### src/rtl/sram_controller_if.sv
// ---------------------------------------------------------------------------
// sram_controller_if
// Request/response bus between the load/store unit and sram_controller.
//   trigger     request strobe (LSU -> controller)
//   we          1 = write, 0 = read
//   data_width  00 byte, 01 short, 10/11 word
//   addr        CPU byte address
//   write_data  store data, byte 0 goes out first
//   busy        transfer in progress (controller -> LSU)
//   done        one-cycle completion pulse
//   err         one-cycle pulse with done when addr missed the SRAM window
//   read_data   assembled little-endian load data, zero-extended
// ---------------------------------------------------------------------------
interface sram_controller_if;
   logic        trigger;
   logic        we;
   logic [1:0]  data_width;
   logic [31:0] addr;
   logic [31:0] write_data;
   logic        busy;
   logic        done;
   logic        err;
   logic [31:0] read_data;

   modport master (
      output trigger, we, data_width, addr, write_data,
      input  busy, done, err, read_data
   );

   modport slave (
      input  trigger, we, data_width, addr, write_data,
      output busy, done, err, read_data
   );
endinterface

### src/rtl/sram_controller.sv
// ---------------------------------------------------------------------------
// sram_controller
// Sequences a byte-wide asynchronous SRAM mapped at ADDR_BASE. A single
// request (byte/short/word) is split into 1/2/4 sequential little-endian byte
// cycles of SETUP (1) + STROBE (WAIT_CYCLES) + HOLD (1) clocks each.
//   clk         system clock, rising edge
//   rst         asynchronous, active-low reset
//   bus         LSU request/response bus (slave side)
//   sram_addr   SRAM byte address
//   sram_dq_o   write data to the pads
//   sram_dq_i   read data from the pads
//   sram_dq_oe  pad output enable
//   sram_ce_n   chip enable, active-low
//   sram_oe_n   output enable, active-low
//   sram_we_n   write enable, active-low
// All pin and status outputs come straight from flops so the SRAM strobes
// are glitch-free and drop to their inactive level the moment rst falls.
// ---------------------------------------------------------------------------
module sram_controller #(
   parameter logic [31:0] ADDR_BASE   = 32'h9000,
   parameter int          SRAM_AW     = 17,
   parameter int          WAIT_CYCLES = 2
) (
   input  logic               clk,
   input  logic               rst,
   sram_controller_if.slave   bus,
   output logic [SRAM_AW-1:0] sram_addr,
   output logic [7:0]         sram_dq_o,
   input  logic [7:0]         sram_dq_i,
   output logic               sram_dq_oe,
   output logic               sram_ce_n,
   output logic               sram_oe_n,
   output logic               sram_we_n
);

   typedef enum logic [2:0] {IDLE, SETUP, STROBE, HOLD, DONE} state_t;

   localparam logic [3:0]         WAIT_INIT = 4'(WAIT_CYCLES - 1);
   localparam logic [SRAM_AW-1:0] OFF_ONE   = {{(SRAM_AW-1){1'b0}}, 1'b1};

   state_t             state_q, state_d;
   logic               we_q, we_d;
   logic               err_q, err_d;          // pending error for the DONE cycle
   logic               armed_q, armed_d;      // trigger has been seen low since last acceptance
   logic [2:0]         bytes_left_q, bytes_left_d;
   logic [1:0]         byte_idx_q, byte_idx_d;
   logic [3:0]         wait_q, wait_d;
   logic [SRAM_AW-1:0] offset_q, offset_d;
   logic [31:0]        wdata_q, wdata_d;
   logic [31:0]        rdata_q, rdata_d;

   logic               ce_n_q, ce_n_d;
   logic               oe_n_q, oe_n_d;
   logic               we_n_q, we_n_d;
   logic               dq_oe_q, dq_oe_d;
   logic               busy_q, busy_d;
   logic               done_q, done_d;
   logic               err_out_q, err_out_d;
   logic               active_d;

   logic [31:0]        rel_addr;
   logic               in_range;

   assign rel_addr = bus.addr - ADDR_BASE;
   assign in_range = (bus.addr >= ADDR_BASE) && ((rel_addr >> SRAM_AW) == 32'd0);

   // NOTE: every variable gets a default before the case so no path leaves
   // it unassigned -- otherwise synthesis infers a latch.
   always_comb begin
      state_d      = state_q;
      we_d         = we_q;
      err_d        = err_q;
      bytes_left_d = bytes_left_q;
      byte_idx_d   = byte_idx_q;
      wait_d       = wait_q;
      offset_d     = offset_q;
      wdata_d      = wdata_q;
      rdata_d      = rdata_q;
      // A level held across a whole transfer must not start a second one,
      // so acceptance needs trigger to have dropped since the last one.
      armed_d      = armed_q | ~bus.trigger;

      unique case (state_q)
         IDLE: begin
            if (bus.trigger && armed_q) begin
               armed_d    = 1'b0;
               we_d       = bus.we;
               rdata_d    = '0;
               byte_idx_d = 2'd0;
               unique case (bus.data_width)
                  2'b00:   bytes_left_d = 3'd1;
                  2'b01:   bytes_left_d = 3'd2;
                  default: bytes_left_d = 3'd4;
               endcase
               if (in_range) begin
                  // Only a valid request touches the pin-facing registers.
                  err_d    = 1'b0;
                  offset_d = rel_addr[SRAM_AW-1:0];
                  if (bus.we) wdata_d = bus.write_data;
                  state_d  = SETUP;
               end else begin
                  err_d    = 1'b1;
                  state_d  = DONE;
               end
            end
         end
         SETUP: begin
            wait_d  = WAIT_INIT;
            state_d = STROBE;
         end
         STROBE: begin
            if (wait_q == 4'd0) begin
               // Last strobe cycle: oe_n is still low, so the pads are valid.
               if (!we_q) rdata_d[{byte_idx_q, 3'b000} +: 8] = sram_dq_i;
               state_d = HOLD;
            end else begin
               wait_d = wait_q - 4'd1;
            end
         end
         HOLD: begin
            if (bytes_left_q > 3'd1) begin
               bytes_left_d = bytes_left_q - 3'd1;
               byte_idx_d   = byte_idx_q + 2'd1;
               offset_d     = offset_q + OFF_ONE;   // wraps silently at the top
               wdata_d      = {8'h00, wdata_q[31:8]};
               state_d      = SETUP;
            end else begin
               state_d      = DONE;
            end
         end
         DONE:    state_d = IDLE;
         default: state_d = IDLE;
      endcase

      // Pin and status values for the coming cycle, decoded from next state.
      active_d  = state_d inside {SETUP, STROBE, HOLD};
      ce_n_d    = ~active_d;
      oe_n_d    = ~((state_d == STROBE) && !we_d);
      we_n_d    = ~((state_d == STROBE) && we_d);
      dq_oe_d   = active_d && we_d;
      busy_d    = active_d;
      done_d    = (state_d == DONE);
      err_out_d = (state_d == DONE) && err_d;
   end

   // NOTE: sequential state uses non-blocking assignments so every flop
   // samples pre-edge values regardless of statement order.
   always_ff @(posedge clk or negedge rst) begin
      if (!rst) begin
         state_q      <= IDLE;
         we_q         <= 1'b0;
         err_q        <= 1'b0;
         armed_q      <= 1'b1;
         bytes_left_q <= 3'd0;
         byte_idx_q   <= 2'd0;
         wait_q       <= 4'd0;
         offset_q     <= '0;
         wdata_q      <= '0;
         rdata_q      <= '0;
         ce_n_q       <= 1'b1;
         oe_n_q       <= 1'b1;
         we_n_q       <= 1'b1;
         dq_oe_q      <= 1'b0;
         busy_q       <= 1'b0;
         done_q       <= 1'b0;
         err_out_q    <= 1'b0;
      end else begin
         state_q      <= state_d;
         we_q         <= we_d;
         err_q        <= err_d;
         armed_q      <= armed_d;
         bytes_left_q <= bytes_left_d;
         byte_idx_q   <= byte_idx_d;
         wait_q       <= wait_d;
         offset_q     <= offset_d;
         wdata_q      <= wdata_d;
         rdata_q      <= rdata_d;
         ce_n_q       <= ce_n_d;
         oe_n_q       <= oe_n_d;
         we_n_q       <= we_n_d;
         dq_oe_q      <= dq_oe_d;
         busy_q       <= busy_d;
         done_q       <= done_d;
         err_out_q    <= err_out_d;
      end
   end

   assign sram_addr     = offset_q;
   assign sram_dq_o     = wdata_q[7:0];
   assign sram_dq_oe    = dq_oe_q;
   assign sram_ce_n     = ce_n_q;
   assign sram_oe_n     = oe_n_q;
   assign sram_we_n     = we_n_q;
   assign bus.busy      = busy_q;
   assign bus.done      = done_q;
   assign bus.err       = err_out_q;
   assign bus.read_data = rdata_q;

endmodule

### src/flat_wrapper.sv
// flat-port wrapper written by rule: the top's interface ports become plain ports
module sram_controller_flat 
#(
   parameter logic [31:0] ADDR_BASE   = 32'h9000,
   parameter int          SRAM_AW     = 17,
   parameter int          WAIT_CYCLES = 2
)
  (clk, rst, sram_addr, sram_dq_o, sram_dq_i, sram_dq_oe, sram_ce_n, sram_oe_n, sram_we_n, bus_trigger, bus_we, bus_data_width, bus_addr, bus_write_data, bus_busy, bus_done, bus_err, bus_read_data);
  sram_controller_if bus_i ();
  input  logic clk;
  input  logic rst;
  output logic [SRAM_AW-1:0] sram_addr;
  output logic [7:0] sram_dq_o;
  input  logic [7:0] sram_dq_i;
  output logic sram_dq_oe;
  output logic sram_ce_n;
  output logic sram_oe_n;
  output logic sram_we_n;
  input wire logic [$bits(bus_i.trigger)-1:0] bus_trigger;
  input wire logic [$bits(bus_i.we)-1:0] bus_we;
  input wire logic [$bits(bus_i.data_width)-1:0] bus_data_width;
  input wire logic [$bits(bus_i.addr)-1:0] bus_addr;
  input wire logic [$bits(bus_i.write_data)-1:0] bus_write_data;
  output wire logic [$bits(bus_i.busy)-1:0] bus_busy;
  output wire logic [$bits(bus_i.done)-1:0] bus_done;
  output wire logic [$bits(bus_i.err)-1:0] bus_err;
  output wire logic [$bits(bus_i.read_data)-1:0] bus_read_data;
  assign bus_i.trigger = bus_trigger;
  assign bus_i.we = bus_we;
  assign bus_i.data_width = bus_data_width;
  assign bus_i.addr = bus_addr;
  assign bus_i.write_data = bus_write_data;
  assign bus_busy = bus_i.busy;
  assign bus_done = bus_i.done;
  assign bus_err = bus_i.err;
  assign bus_read_data = bus_i.read_data;
  sram_controller #(.ADDR_BASE(ADDR_BASE), .SRAM_AW(SRAM_AW), .WAIT_CYCLES(WAIT_CYCLES)) u_core (.clk(clk), .rst(rst), .bus(bus_i), .sram_addr(sram_addr), .sram_dq_o(sram_dq_o), .sram_dq_i(sram_dq_i), .sram_dq_oe(sram_dq_oe), .sram_ce_n(sram_ce_n), .sram_oe_n(sram_oe_n), .sram_we_n(sram_we_n));
endmodule
### config.mk
export PLATFORM = sky130hd
export DESIGN_NAME = sram_controller_flat
export DESIGN_NICKNAME = d
export VERILOG_FILES = /design/src/rtl/sram_controller_if.sv /design/src/rtl/sram_controller.sv /design/src/flat_wrapper.sv
export SDC_FILE = /design/constraint.sdc
export NUM_CORES = 1
export LEC_CHECK = 0
export BUFFER_PORTS_ARGS = -buffer_cell sky130_fd_sc_hd__buf_2
export CELL_PAD_IN_SITES_DETAIL_PLACEMENT = 1
export CELL_PAD_IN_SITES_GLOBAL_PLACEMENT = 1
export CORE_MARGIN = 3
export CORE_UTILIZATION = 42
export CTS_CLUSTER_DIAMETER = 50
export DETAILED_ROUTE_END_ITERATION = 10
export GPL_TIMING_DRIVEN = 0
export HOLD_SLACK_MARGIN = 0.15
export PLACE_DENSITY = 0.83
export SLEW_MARGIN = 20
export SYNTH_ARGS = -nofsm -noshare
export SYNTH_HDL_FRONTEND = slang
export SYNTH_SLANG_ARGS = --single-unit
### constraint.sdc
create_clock -name clk -period 6.4 [get_ports clk]
set_input_delay 0.96 -clock clk [delete_from_list [all_inputs] [get_ports clk]]
set_output_delay 0.96 -clock clk [all_outputs]
set_load 0.05 [all_outputs]
# Word-level counts from Yosys, hierarchy flattened

Cells that the tools add are included.

Register bits after elaboration: 103
Input port bits: 78
Word-level logic and storage cells: 102

Add/sub/neg operators: 6
Magnitude comparators: 2
Equality and inequality tests: 15
Shifts and indexed selects: 2
Mux-type cells: 35
Bitwise operators: 5
Reductions and logical operators: 20

Operators by type and width:

| cell                                                                     | count |
|---|---|
| 32-bit two-way mux                                                       | 7 |
| 32-bit one-hot mux with 2 select lines                                   | 2 |
| 17-bit two-way mux                                                       | 3 |
| 17-bit one-hot mux with 2 select lines                                   | 1 |
| 32-bit bitwise mux                                                       | 1 |
| 32-bit by 16-bit >= comparator with 1-bit output (second input constant) | 1 |
| 32-bit logical NOT                                                       | 1 |
| 8-bit by 7-bit variable shift with 32-bit output (first input constant)  | 1 |
| 8-bit by 7-bit indexed part select with 32-bit output                    | 1 |
| 32-bit by 16-bit subtractor with 32-bit output (second input constant)   | 1 |
| 3-bit two-way mux                                                        | 6 |
| 17-bit by 1-bit adder with 17-bit output (second input constant)         | 1 |
| 3-bit by 2-bit equality test with 1-bit output (second input constant)   | 4 |
| 3-bit one-hot mux with 2 select lines                                    | 2 |
| 3-bit one-hot mux with 4 select lines                                    | 1 |
| 2-bit by 1-bit != test with 1-bit output (second input constant)         | 4 |
| 4-bit one-hot mux with 2 select lines                                    | 1 |
| 4-bit AND reduction                                                      | 2 |
| 1-bit two-way mux                                                        | 7 |
| 5-bit negator with 7-bit output                                          | 1 |
| 3-bit by 1-bit equality test with 1-bit output (second input constant)   | 2 |
| 1-bit logical AND                                                        | 6 |
| 2-bit != test (second input constant)                                    | 3 |
| 2-bit nonzero test                                                       | 3 |
| other kinds (19)                                                         | 23 |

# Longest topological paths before layout

Gate-level depths: netlist of run 1.

Depth in word-level cells: 9
Depth in mapped cells: 10
Depth with buffers taken out: 9

# Worst setup path after synthesis of run 1

Ideal clock, no wire load.

Kind: input to register
Start point: in bus_addr[18]
End point: reg u_core.wdata_q[22]
Arrival: 3589 ps
Required time: 6275 ps
Slack: 2686 ps
Cell stages on the path: 9
Path through: or3_1 > clkbuf_2 > or4_1 > or4_1 > nand4_1 > nor4b_4 > o21ai_2 > buf_4 > mux2_4

Longest elaborated chain between the ends: 5

RTL lines:

| element                                              | RTL line               | source |
|---|---|---|
| from (decl)                                          | flat_wrapper.sv:22     | `input wire logic [$bits(bus_i.addr)-1:0] bus_addr;` |
| 32-bit by 16-bit subtractor with 32-bit output       | sram_controller.sv:64  | `assign rel_addr = bus.addr - ADDR_BASE;` |
| 32-bit logical NOT                                   | sram_controller.sv:65  | `assign in_range = (bus.addr >= ADDR_BASE) && ((rel_addr >> SRAM_AW) == 32'd0);` |
| 1-bit logical AND *                                  | sram_controller.sv:65  |  |
| 2-bit by 1-bit != test with 1-bit output (no line) * | -                      |  |
| 5-bit AND reduction (no line) *                      | -                      |  |
| to (signal assigned)                                 | sram_controller.sv:176 | `wdata_q <= wdata_d;` |
| to (decl)                                            | sram_controller.sv:49  | `logic [31:0] wdata_q, wdata_d;` |

Mark *: on every way between the ends. The rest lies on a longest branch, timed or not.
A chain may end at the register's enable or synchronous reset.

# Worst setup path after layout of run 1

Start point: in bus_addr[18]
End point: reg u_core.offset_q[9] (netlist: u_core.sram_addr[9])

Longest elaborated chain between the ends: 5

RTL lines:

| element                                              | RTL line               | source |
|---|---|---|
| 32-bit by 16-bit subtractor with 32-bit output       | sram_controller.sv:64  |  |
| 32-bit logical NOT                                   | sram_controller.sv:65  |  |
| 1-bit logical AND *                                  | sram_controller.sv:65  |  |
| 2-bit by 1-bit != test with 1-bit output (no line) * | -                      |  |
| 4-bit AND reduction (no line) *                      | -                      |  |
| to (signal assigned)                                 | sram_controller.sv:175 | `offset_q <= offset_d;` |
| to (decl)                                            | sram_controller.sv:48  | `logic [SRAM_AW-1:0] offset_q, offset_d;` |

Marks and branches as above.

==> flow_summary.json, run 1 <==
{
  "vias": 5195,
  "grt_util_all_layers_pct": 24.6,
  "rsz0062_at_grt": "false",
  "syn-cell-area_sq_um": 5420,
  "grt_max_degree": 58,
  "worst_pin_slew_ns": 0.907,
  "num_rows": 40,
  "syn2layout_area_growth_pct": 24.2,
  "drt-total-wl_mm": 17.4,
  "grt_antenna_before_repair": 0,
  "powerDensity_nw_per_um2": 284,
  "numCtsBuffers": 9,
  "path_clk_slew_ns": 0.07,
  "final_core_util_pct": 54.7,
  "insertedDiodeCount": 0,
  "grt_pass1_vias": 5576,
  "critPathMaxFanout": 10,
  "core_area_sq_um": 12300,
  "vdd_drop_max_v": 0.000216,
  "hold_path_class": "reg2reg",
  "yosys_register_bits": 103,
  "multiInputGateArea_sq_um": 2600,
  "clock_sinks": 103,
  "start_kind": "primary input",
  "routedWlPerCell_um": 18.6,
  "synth_top_cell_area_share_pct": 45.7,
  "status": "complete, no violations",
  "finalHoldViolCount": 0,
  "fp.dieH_um": 120,
  "gr-total-overflow": 0,
  "fin_crit_sh_pct": 64.0,
  "avgSynthCellArea_sq_um": 8.91,
  "cp_common_cell": "nor2_1",
  "hold_buffers": 0,
  "cp_cell_sequence": "buf_2 -> or3_1 -> clkbuf_2 -> nor4_1 -> nor2_1 -> o31ai_1 -> nor4b_4 -> nor2_1 -> clkbuf_1 -> a2bb2oi_1",
  "ant_nets": 0,
  "yosys.area.top_type": "dfrtp_1",
  "fin_ws_ns": 2.30,
  "portBuffers": 141,
  "syn_nets": 696,
  "power_leakage_uw": 0.00326,
  "cts_tree": "yes",
  "drc": 0,
  "dpl.hpwl_mm": 13.1,
  "die_w_um": 120,
  "dieArea_sq_um": 14300,
  "drive_gt1_share_pct": 27.9,
  "maxSlewHeadroom_pct": 39.0,
  "yosysSeqAreaShare_pct": 47.7,
  "crit_type": "in2reg",
  "htree_levels": 3,
  "seqCellArea_sq_um": 2580,
  "yosysWarnings": 0,
  "path_buf_inv": 3,
  "synth_edf_count": 0,
  "max-clock-path-buffers": 2,
  "cts-root-buf": "clkbuf_16",
  "drv_slew": 0,
  "drt_iter0_drc": 312,
  "ioPinCount": 142,
  "fin_nets": 849,
  "fmax_ghz": 0.244,
  "setup_tns_ns": 0,
  "cp.arrival_ns": 4.37,
  "clock_latency_ns": 0.35,
  "syn_inst": 608,
  "layout_min_cycle_time_ns": 4.10,
  "slowest_stage": "o31ai_1",
  "cts_resized": 0,
  "vias_per_cell": 5.56,
  "synthArstFlopShare_pct": 100,
  "synth_ff_type": "dfrtp_1",
  "synth_area_leaders": "dfrtp_1 46%, nand2_1 11%, mux2_2 5.2%",
  "drv_cap": 0,
  "dr.pass1.iters": 5,
  "stdcell_area_sq_um": 6730,
  "ys_types": 59,
  "place_area_sq_um": 6390,
  "initial_core_util_pct": 44.0,
  "dpl_worst_slack_ns": 2.02,
  "path_delay_family": "simple AND/OR/NAND/NOR gates",
  "fin_worst_skew_ns": 0.00793,
  "setup_viol": 0,
  "cp-end-kind": "register",
  "crit_path_max_incr_delay_ns": 0.78,
  "grt_pass1_wl_mm": 28.5,
  "post_cts_buffers": 0,
  "p_total_uw": 1910,
  "gp_congestion": 0.896,
  "required_ns": 6.67,
  "n_fill_cell": 1518
}
metal layers:
metal | vias to the layer above | global-route usage (%) | part of all wire [%]
li1 | 2431 | - | -
met1 | 2568 | 30.5 | 42
met4 | 0 | 7.37 | 1.4
met5 | - | 0 | 0
met2 | 176 | 43.3 | 51
met3 | 20 | 5.18 | 5.4
power by group:
| part | switching [uW] | internal (uW) |
|---|---|---|
| clock | 264 | 361 |
| combinational | 357 | 148 |
| sequential | 57.1 | 725 |
| total | 679 | 1230 |
synthesized netlist by cell type (3+ instances only):
library cell and instances:
a41oi_1 3, o32a_1 5, dfstp_2 4, buf_4 9, nor2b_1 4, a31oi_1 6
a22o_1 8, mux2_2 25, nor3_1 17, nand2_1 161, o21a_1 3, o21ai_0 51
inv_1 18, or2_2 4, nand3_1 9, nand2b_1 5, a21oi_1 19, dfrtp_1 99
o22ai_1 8, nand4_1 7, o21ai_1 4, a2bb2oi_1 5, or3_1 9, nor4_1 7
o31ai_1 5, clkbuf_1 23, nor2_1 34, ha_1 10
worst min-delay path: stages (launching register included):
cell and delay [ns]:
dfrtp_1 0.35, nand2_1 0.05, o21ai_0 0.06
path summary, 6_finish.rpt:
path | startpoint | to | slack (ns) | depth (start not counted)
max in group asynchronous | rst | u_core.sram_ce_n$_DFF_PN1_ | 5.18 | 2
min | u_core.bus.read_data[7]$_DFFE_PN0P_ | u_core.bus.read_data[7]$_DFFE_PN0P_ | 0.48 | 2
min in group asynchronous | rst | u_core.bus.read_data[31]$_DFFE_PN0P_ | 0.53 | 1
max reg2reg | u_core.state_q[0]$_DFF_PN0_ | u_core.sram_addr[14]$_DFFE_PN0P_ | 3.33 | 8
min reg2reg | u_core.bus.read_data[7]$_DFFE_PN0P_ | u_core.bus.read_data[7]$_DFFE_PN0P_ | 0.48 | 2
max | bus_addr[18] | u_core.sram_addr[9]$_DFFE_PN0P_ | 2.30 | 10
registers in the layout, summed over array words and instances, names as in the netlist, 2 cells and up:
name,flops
u_core.byte_idx_q,2
u_core.bus.read_data,32
u_core.bytes_left_q,3
u_core.state_q,3
u_core.wait_q,4
u_core.sram_addr,17
u_core.wdata_q,32
layout make-up:
cell class,instances,area share [%]
buffer,37,2.83
clock inverter,6,1.47
sequential,103,38.4
timing repair buffer,142,11.0
tap,168,3.12
clock buffer,10,3.55
inverter,18,1.00
multi-input combinational,450,38.7
placed cells by master (no fill, tap or decap), drive strengths merged, types with 3 or more instances in the layout:
cell type  synthesis  layout
nand2            161     161
buf               13     155
dfrtp             99      99
o21ai             56      56
nor2              34      34
clkbuf            24      34
mux2              27      27
inv               18      21
a21oi             19      19
nor3              17      17
ha                10      10
or3                9       9
nand3              9       9
o22ai              8       8
a22o               8       8
nand4              7       7
nor4               7       7
a31oi              6       6
nand2b             5       5
o31ai              5       5
o32a               5       5
a2bb2oi            5       5
or2                4       4
nor2b              4       4
dfstp              4       4
a41oi              3       3
o21a               3       3
nor3b              3       3
nor4b              3       3
logic make-up after synthesis:
family	count (synthesis)	synth area share (%)
multiplexers	28	5.94
XOR/XNOR	3	0.485
flip-flops	103	47.7
AND/OR/NAND/NOR	276	23.3
adder cells (fa/ha/maj)	10	2.31
AO/OA/AOI/OAI	133	15.6
buffers and inverters	55	4.76
per-stage QoR:
stage	hold slack (ns)	std cells
floorplan	0.455	608
detailed placement	0.470	918
global placement	0.457	917
finish	0.484	934
global route	0.506	934
CTS	0.488	934
(Power assumes the default switching activity.)
==> inputs of run 2 (changes only) <==
ABC_AREA = 1   (was not set)
CORE_UTILIZATION = 39   (was 42)
PLACE_DENSITY = 0.79   (was 0.83)
clock period = 4.1 ns   (was 6.4 ns; I/O delays follow)
==> flow_summary.json, run 2 <==
{
  "status": "complete, no violations",
  "yosys_register_bits": 103,
  "fin_crit_sh_pct": 59.7,
  "cts-root-buf": "clkbuf_16",
  "drv_cap": 0,
  "grt_max_degree": 56,
  "fin_nets": 989,
  "synth_area_leaders": "dfrtp_1 43%, nand2_1 18%, inv_1 4.6%",
  "portBuffers": 141,
  "synth_compound_area_share_pct": 8.11,
  "cp_cell_sequence": "inv_1 -> ha_1 -> a21oi_1 -> o21ai_0 -> nand2_1 -> nand2_1 -> clkbuf_1 -> nand2_1 -> o21ai_0",
  "synth-xor-area-share_pct": 2.15,
  "gr-total-overflow": 0,
  "ioPinCount": 142,
  "synthArstFlopShare_pct": 100,
  "start_kind": "register",
  "ant_nets": 0,
  "crit_path_max_incr_delay_ns": 0.46,
  "yosysSeqAreaShare_pct": 45.2,
  "dpl.hpwl_mm": 13.2,
  "hold_buffers": 0,
  "cp-end-kind": "register",
  "drc": 0,
  "grt_pass1_wl_mm": 28.2,
  "powerDensity_nw_per_um2": 606,
  "clock_sinks": 103,
  "required_ns": 4.35,
  "setup_tns_ns": 0,
  "fmax_ghz": 0.409,
  "drv_slew": 0,
  "crit_type": "reg2reg",
  "cp.arrival_ns": 2.70,
  "clock_latency_ns": 0.36,
  "grt_util_all_layers_pct": 21.4,
  "fp.dieH_um": 127,
  "initial_core_util_pct": 40.5,
  "vias": 5496,
  "avgSynthCellArea_sq_um": 7.63,
  "synthAdderAreaFrac_pct": 2.19,
  "synth_edf_count": 0,
  "rsz0062_at_grt": "false",
  "power_leakage_uw": 0.00378,
  "post_cts_buffers": 0,
  "synth.area.mux_share_pct": 1.58,
  "worst_pin_slew_ns": 0.752,
  "synth_ff_type": "dfrtp_1",
  "slowest_stage": "clkbuf_1",
  "syn-cell-area_sq_um": 5710,
  "path_delay_family": "simple AND/OR/NAND/NOR gates",
  "cts_tree": "yes",
  "fin_ws_ns": 1.65,
  "yosysWarnings": 0,
  "yosys.area.top_type": "dfrtp_1",
  "cts_resized": 0,
  "gp_congestion": 0.815,
  "synthSimpleGateAreaFrac_pct": 32.0,
  "vdd_drop_max_v": 0.000485,
  "whs_ns": 0.219,
  "max-clock-path-buffers": 2,
  "drt-total-wl_mm": 16.7,
  "routedWlPerCell_um": 15.4,
  "ys_types": 39,
  "layout_min_cycle_time_ns": 2.45,
  "yosysMostFrequentCell": "nand2_1",
  "p_total_uw": 4220,
  "dr.pass1.iters": 4,
  "final_cell_mix": "270 x nand2_1, 142 x buf_2, 99 x dfrtp_1",
  "syn2layout_area_growth_pct": 22.0,
  "htree_levels": 3,
  "die_w_um": 127,
  "drive_gt1_share_pct": 21.6,
  "syn_inst": 748,
  "syn_nets": 836,
  "vias_per_cell": 5.06,
  "grt_antenna_before_repair": 0,
  "fin_worst_skew_ns": 0.0111,
  "cp_common_cell": "nand2_1",
  "dieArea_sq_um": 16100,
  "critPathMaxFanout": 10,
  "maxSlewHeadroom_pct": 49.5,
  "finalHoldViolCount": 0,
  "grt_pass1_vias": 5856,
  "num_rows": 43,
  "synthTopCellsByCount": "270 x nand2_1, 99 x dfrtp_1, 70 x inv_1",
  "drt_iter0_drc": 285,
  "layout_commonest_cell": "nand2_1",
  "path_buf_inv": 2,
  "path_clk_slew_ns": 0.07,
  "final_core_util_pct": 49.4,
  "setup_viol": 0,
  "core_area_sq_um": 14100,
  "hold_path_class": "in2async",
  "dpl_worst_slack_ns": 1.31,
  "synth_top_family_by_area": "simple AND/OR/NAND/NOR gates",
  "synth_top_cell_area_share_pct": 43.4,
  "numCtsBuffers": 9
}
## run 2: cell types whose count changed after synthesis, sizes merged, moves of 11 or more
cell	change
nand3	+33
o21ai	-16
nand2	+110
a21oi	-12
nor2	+17
nand4	+33
inv	+56
mux2	-27
xor2	+11
## run 2: through the flow
step | std cells | cell area, sq um
after detailed placement | 1070 | 6680
after global placement | 1069 | 6640
after CTS | 1086 | 6960
final | 1087 | 6960
after floorplan | 748 | 5710
after global routing | 1086 | 6960
## run 2: final cells by class
type	instances	area [sq um]
inverters	74	278
plain buffers	40	224
multi-input cells	531	2630
flip-flops and latches	103	2580
repair buffers	142	739
diodes	1	2.50
well taps	180	225
clock inverters	7	55.1
fillers	1850	7130
clock buffers	9	225
## run 2: power breakdown
part | total (uW) | leakage (uW) | internal [uW] | switching, uW
sequential | 1590 | 0.00134 | 1340 | 245
combinational | 1800 | 0.00230 | 508 | 1290
clock | 830 | 0.000133 | 420 | 410
total | 4220 | 0.00378 | 2270 | 1950
## run 2: final timing paths
kind / start / cells after the start / to / slack, ns
max: u_core.bytes_left_q[1]$_DFFE_PN0P_ / 9 / u_core.sram_addr[13]$_DFFE_PN0P_ / 1.65
min: rst / 1 / u_core.sram_dq_oe$_DFF_PN0_ / 0.22
max reg2reg: u_core.bytes_left_q[1]$_DFFE_PN0P_ / 9 / u_core.sram_addr[13]$_DFFE_PN0P_ / 1.65
min reg2reg: u_core.armed_q$_DFF_PN1_ / 2 / u_core.armed_q$_DFF_PN1_ / 0.47
max in group asynchronous: rst / 2 / u_core.armed_q$_DFF_PN1_ / 3.21
min in group clk: bus_trigger / 2 / u_core.armed_q$_DFF_PN1_ / 0.40
## run 2: worst reg2reg max path, stage by stage, from the launching register on
cell and delay (ns):
dfrtp_1 0.37, inv_1 0.11, ha_1 0.17, a21oi_1 0.06, o21ai_0 0.36, nand2_1 0.38, nand2_1 0.22, clkbuf_1 0.46
nand2_1 0.10, o21ai_0 0.13
## run 2: per-layer routing
layer / part of all wire (%) / routed length (um) / GRT usage [%]
met5: 0 / 0 / 0
met4: 1.0 / 175 / 5.24
met3: 4.1 / 685 / 4.18
met2: 53 / 8780 / 38.8
met1: 42 / 7080 / 26.0
## run 2: cell families after synthesis
group           count (synthesis)
flops                         103
simple gates                  423
buf+inv                       114
compound gates                 75
mux                             9
xor+xnor                       14
fa+ha+maj                      10
